==> config.mk <==
export PLATFORM = sky130hd
export DESIGN_NAME = jt7759_dfifo
export DESIGN_NICKNAME = d
export VERILOG_FILES = /design/src/rtl/jt7759_pkg.sv /design/src/rtl/jt7759_dfifo_mem.sv /design/src/rtl/jt7759_dfifo.sv
export SDC_FILE = /design/constraint.sdc
export NUM_CORES = 1
export LEC_CHECK = 0
export ABC_AREA = 1
export ABC_CLOCK_PERIOD_IN_PS = 4940
export CORE_ASPECT_RATIO = 0.5
export CORE_MARGIN = 5
export CORE_UTILIZATION = 62
export CTS_BUF_LIST = sky130_fd_sc_hd__clkbuf_8
export DETAILED_ROUTE_END_ITERATION = 8
export PLACE_DENSITY = 0.87
export SLEW_MARGIN = 20
export SYNTH_ARGS = -nofsm -noshare
export SYNTH_HDL_FRONTEND = slang
export SYNTH_SLANG_ARGS = --single-unit
==> constraint.sdc <==
create_clock -name clk -period 4.94 [get_ports clk]
set_clock_uncertainty 0.05 [all_clocks]
set_input_delay 1.482 -clock clk [delete_from_list [all_inputs] [get_ports clk]]
set_output_delay 1.482 -clock clk [all_outputs]
set_load 0.01 [all_outputs]
==> src/rtl/jt7759_pkg.sv <==
// rtl/jt7759_pkg.sv - shared JT7759 data-path defaults
package jt7759_pkg;

  localparam int JT7759_DW       = 8;
  localparam int JT7759_CNTW     = 5;
  localparam int JT7759_DRQ_WAIT = 31;

  function automatic int fifo_depth(input int aw);
    return 1 << aw;
  endfunction

endpackage

==> src/rtl/jt7759_dfifo_mem.sv <==
// rtl/jt7759_dfifo_mem.sv - DEPTH x DW byte FIFO storage with occupancy tracking
module jt7759_dfifo_mem
  import jt7759_pkg::*;
#(
  parameter int DW = JT7759_DW,
  parameter int AW = 2
)(
  input  logic          clk,
  input  logic          rst,
  input  logic          clr,
  input  logic          push,
  input  logic          pop,
  input  logic [DW-1:0] wdata,
  output logic [DW-1:0] rdata,
  output logic [AW:0]   level,
  output logic          full,
  output logic          empty
);

  localparam int DEPTH = fifo_depth(AW);

  logic [DW-1:0] mem [DEPTH];
  logic [AW-1:0] wr_ptr;
  logic [AW-1:0] rd_ptr;

  // Head is read combinationally so a same-cycle push into the popped slot is safe
  assign rdata = mem[rd_ptr];
  assign full  = (level == (AW+1)'(DEPTH));
  assign empty = (level == '0);

  always_ff @(posedge clk) begin
    if (rst || clr) begin
      wr_ptr <= '0;
      rd_ptr <= '0;
      level  <= '0;
    end else begin
      if (push) wr_ptr <= wr_ptr + AW'(1);
      if (pop)  rd_ptr <= rd_ptr + AW'(1);
      if (push && !pop)      level <= level + (AW+1)'(1);
      else if (pop && !push) level <= level - (AW+1)'(1);
    end
  end

  always_ff @(posedge clk) begin
    if (push) mem[wr_ptr] <= wdata;
  end

endmodule

==> src/rtl/jt7759_dfifo.sv <==
// rtl/jt7759_dfifo.sv - buffered host data feeder with paced drqn; JT7759_DFIFO_OVF_EN enables the sticky ovf flag
module jt7759_dfifo
  import jt7759_pkg::*;
#(
  parameter int DW       = JT7759_DW,
  parameter int AW       = 2,
  parameter int CNTW     = JT7759_CNTW,
  parameter int DRQ_WAIT = JT7759_DRQ_WAIT
)(
  input  logic          clk,
  input  logic          rst,
  input  logic          cen_ctl,
  input  logic          ctrl_flush,
  input  logic          ctrl_cs,
  output logic [DW-1:0] ctrl_din,
  output logic          ctrl_ok,
  input  logic          cs,
  input  logic          wrn,
  input  logic [DW-1:0] din,
  output logic          drqn,
  output logic [AW:0]   level,
  output logic          ovf
);

  localparam int DEPTH = fifo_depth(AW);

  logic            cen_ctl2;
  logic            wrl;
  logic            wr_edge;
  logic            pop;
  logic            push;
  logic            full;
  logic            empty;
  logic            req;
  logic [CNTW-1:0] cnt;
  logic [DW-1:0]   head;
  logic [AW+1:0]   demand;

  assign wr_edge = cs & ~wrn & ~wrl;
  assign pop     = ctrl_cs & ~ctrl_ok & ~empty & ~ctrl_flush;
  assign push    = wr_edge & (~full | pop) & ~ctrl_flush;
  // A request already in flight counts as a byte that will arrive
  assign demand  = {1'b0, level} + {{(AW+1){1'b0}}, ~drqn};
  assign req     = cen_ctl2 & ctrl_cs & (cnt == '0) & (demand < (AW+2)'(DEPTH));

  jt7759_dfifo_mem #(.DW(DW), .AW(AW)) u_mem (
    .clk   (clk),
    .rst   (rst),
    .clr   (ctrl_flush),
    .push  (push),
    .pop   (pop),
    .wdata (din),
    .rdata (head),
    .level (level),
    .full  (full),
    .empty (empty)
  );

  always_ff @(posedge clk) begin
    if (rst) begin
      cen_ctl2 <= 1'b0;
      wrl      <= 1'b0;
      cnt      <= '0;
      drqn     <= 1'b1;
      ctrl_ok  <= 1'b0;
      ctrl_din <= '0;
    end else begin
      cen_ctl2 <= cen_ctl;
      wrl      <= cs & ~wrn;
      if (ctrl_flush) begin
        cnt     <= '0;
        drqn    <= 1'b1;
        ctrl_ok <= 1'b0;
      end else begin
        if (pop) begin
          ctrl_din <= head;
          ctrl_ok  <= 1'b1;
        end else if (!ctrl_cs) begin
          ctrl_ok  <= 1'b0;
        end
        if (wr_edge) begin
          drqn <= 1'b1;
          cnt  <= CNTW'(DRQ_WAIT);
        end else begin
          if (req) drqn <= 1'b0;
          if (cen_ctl2 && drqn && cnt != '0) cnt <= cnt - CNTW'(1);
        end
      end
    end
  end

`ifdef JT7759_DFIFO_OVF_EN
  always_ff @(posedge clk) begin
    if (rst || ctrl_flush)            ovf <= 1'b0;
    else if (wr_edge && full && !pop) ovf <= 1'b1;
  end
`else
  assign ovf = 1'b0;
`endif

endmodule
==> flow_metrics.py <==
metrics = {
    "sta": {
        "period_minus_slack_ns": 3.61,
        "maxSlewViolCount": 0,
        "max_freq_mhz": 277,
        "grt_setup_unrepaired": "false",
        "tightest_slew_ns": 0.739,
        "finalSetupViolCount": 0,
        "setup_tns_ns": 0,
        "slew_headroom": 0.505,
        "hold_viol": 0,
        "fin_crit_sh": 0.731,
    },
    "floorplan": {
        "io_pins": 29,
        "dieArea_sq_mm": 0.00535,
        "num_rows": 16,
        "fp.dieW_um": 98.6,
        "die_y_um": 54.3,
        "start_util": 0.633,
        "core_area_sq_mm": 0.00384,
    },
    "clocking": {
        "clk_latency_ns": 0.31,
        "htreeDepth": 2,
        "cts-resized-gates": 0,
        "clock-sinks": 56,
        "clock-root-buffer": "clkbuf_8",
        "cts_tree": "done",
        "cts_made_buffers": 5,
        "cts_buffer_depth": 2,
        "post-cts-setup-buffers": 0,
        "clk_pin_slew_ns": 0.10,
        "postCtsHoldBufs": 0,
    },
    "cells_and_area": {
        "n_fill_cell": 271,
        "area_growth_pct": 15.5,
        "drive_gt1_frac": 0.0515,
        "layout.nets": 313,
        "diodes": 0,
        "mostFrequentLayoutCell": "nor2_1",
        "final_cell_mix": "66 x nor2_1, 36 x nand2_1, 32 x edfxtp_1",
        "final_util": 0.731,
    },
    "setup_path": {
        "endpoint": "u_mem.level[2]$_SDFFE_PP0P_",
        "crit_top_cell": "inv_1",
        "reg2reg_slack_ns": 2.66,
        "startpoint": "wrn",
        "start_kind": "primary input",
        "worst-path-stages": 13,
        "critical-path-top-delay-family": "simple AND/OR/NAND/NOR gates",
        "worstPathCellList": "clkdlybuf4s50_1, inv_1, nand3_1, nor2_1, nand2_1, inv_1, ha_1, inv_1, fa_1, nand2_1, nand3_1, o21ai_1, a21oi_1",
        "cp.required_ns": 5.10,
        "endpoint_kind": "flip-flop",
        "ff2ff_path_depth": 12,
        "path_max_fanout": 11,
        "crit_arrival_ns": 3.77,
        "path_buf_inv": 4,
        "r2r_end": "u_mem.level[2]$_SDFFE_PP0P_",
        "cpPeakStageDelay_ns": 0.42,
        "crit_type": "in2reg",
        "rr_startpoint": "wrl$_SDFF_PP0_",
        "cp_slowest_cell": "clkdlybuf4s50_1",
    },
    "yosys": {
        "synth_warnings": 0,
        "synth.avg_cell_area_sq_um": 9.22,
        "synthDistinctLibCells": 22,
        "ys_ff_latch": 56,
        "syn_inst": 264,
        "ys_seq_area_frac": 0.592,
        "synth_area_sq_mm": 0.00243,
        "syn_nets": 287,
    },
    "placed_design": {
        "dpl.hpwl_um": 3170,
        "placement.io_buffers": 27,
        "gp_congestion": 0.818,
    },
    "flow_run": {
        "max-cap-violations": 0,
    },
    "grt": {
        "antenna_found_initial": 0,
        "grt_max_degree": 19,
        "overflow": 0,
        "grt_pass1_wl_um": 7480,
        "gr-usage-all-layers": 0.187,
        "grt_pass1_vias": 1718,
    },
    "pwr": {
        "vdd_drop_max_uv": 176,
        "power_density_mw_per_mm2": 310,
        "cellLeakagePower_nw": 1.13,
        "p_total_uw": 871,
    },
    "routing": {
        "final_antenna_net_count": 0,
        "drtPass1Iterations": 5,
        "dr_total_vias": 1785,
        "viasPerCell": 5.17,
        "drc_errors": 0,
        "routedWlPerCell_um": 13.2,
        "routed_wirelength_um": 4560,
        "drtIter0Drc": 101,
    },
    "worst_hold_path": {
        "hp-class": "reg2reg",
    },
    "status": {
        "status": "completed",
    },
}
==> flip-flops by register name (all words and copies together) (netlist names) <==
| register | count |
|---|---|
| u_mem.wr_ptr | 2 |
| u_mem.mem | 32 |
| u_mem.rd_ptr | 2 |
| cen_ctl2 | 1 |
| ctrl_ok | 1 |
| drqn | 1 |
| ctrl_din | 8 |
| u_mem.level | 3 |
| wrl | 1 |
| cnt | 5 |
==> report_power, final <==
group / leakage (nW) / internal, mW / switching, mW
clock: 0.0558 / 0.150 / 0.143
combinational: 0.592 / 0.0320 / 0.0395
sequential: 0.484 / 0.501 / 0.00606
total: 1.13 / 0.683 / 0.188
==> cells by family (layout without fill, tap and decap cells) <==
group,after synthesis,count (layout),synth area share
DFF,56,56,0.592
other,1,1,0.00154
AOI/OAI and AO/OA,40,40,0.0828
adders and majority gates,8,8,0.0442
buffers and inverters,39,66,0.0776
and+or+nand+nor,120,120,0.202
==> stage by stage <==
stage	hold WS [ns]	std cells	area (sq um)	setup slack (ns)
after floorplan	0.405	264	2430	1.99
after global placement	0.419	337	2700	1.13
after detailed placement	0.425	337	2700	1.01
after CTS	0.438	345	2810	1.34
after global routing	0.455	345	2810	1.13
final	0.437	345	2810	1.33
==> per-layer routing <==
metal | up-vias | track usage | part of all wire
met2 | 54 | 0.345 | 0.49
met1 | 822 | 0.214 | 0.44
met3 | 10 | 0.0560 | 0.056
li1 | 899 | - | -
met5 | - | 0 | 0
met4 | 0 | 0.0658 | 0.016
==> final cells by class <==
cell class	instances	area [sq um]	share of cell area
multi-input combinational	169	803	0.286
clock buffer	5	68.8	0.0245
inverter	31	116	0.0414
clock inverter	3	42.5	0.0151
timing repair buffer	27	270	0.0962
tap	54	67.6	0.0240
sequential	56	1440	0.513
==> Yosys cell counts <==
cell,n,area (sq um)
nor2_1,66,248
nand2_1,36,135
edfxtp_1,32,961
inv_1,28,105
dfxtp_1,24,480
o21ai_0,17,85.1
o21ai_1,13,65.1
nand3_1,12,60.1
a21oi_1,9,45.0
ha_1,7,87.6
buf_6,4,45.0
buf_4,3,22.5
inv_2,3,11.3
nand2_2,2,12.5
buf_2,1,5.00
conb_1,1,3.75
fa_1,1,20.0
nand2_4,1,11.3
nor2_4,1,11.3
o22ai_1,1,6.26
or2_1,1,6.26
or2_2,1,6.26
==> worst min-delay path by stage <==
| stage | start | endpoint | slack (ns) | cells after the start |
|---|---|---|---|---|
| 4_1_cts | cnt[0]$_SDFFE_PP0P_ | cnt[0]$_SDFFE_PP0P_ | 0.44 | 2 |
| 6_report | cnt[0]$_SDFFE_PP0P_ | cnt[0]$_SDFFE_PP0P_ | 0.44 | 2 |
| 2_1_floorplan | cnt[0]$_SDFFE_PP0P_ | cnt[0]$_SDFFE_PP0P_ | 0.41 | 2 |
| 3_3_place_gp | cnt[0]$_SDFFE_PP0P_ | cnt[0]$_SDFFE_PP0P_ | 0.42 | 2 |
| 3_5_place_dp | cnt[0]$_SDFFE_PP0P_ | cnt[0]$_SDFFE_PP0P_ | 0.43 | 2 |
| 5_1_grt | cnt[0]$_SDFFE_PP0P_ | cnt[0]$_SDFFE_PP0P_ | 0.46 | 2 |
==> worst reg2reg max path: stages, from the launching register on <==
cell,delay [ns]
dfxtp_1,0.31
inv_1,0.04
nand3_1,0.30
nor2_1,0.18
nand2_1,0.18
inv_1,0.14
ha_1,0.17
inv_1,0.07
fa_1,0.38
nand2_1,0.08
nand3_1,0.09
o21ai_1,0.14
a21oi_1,0.06
(Power assumes the default switching activity.)
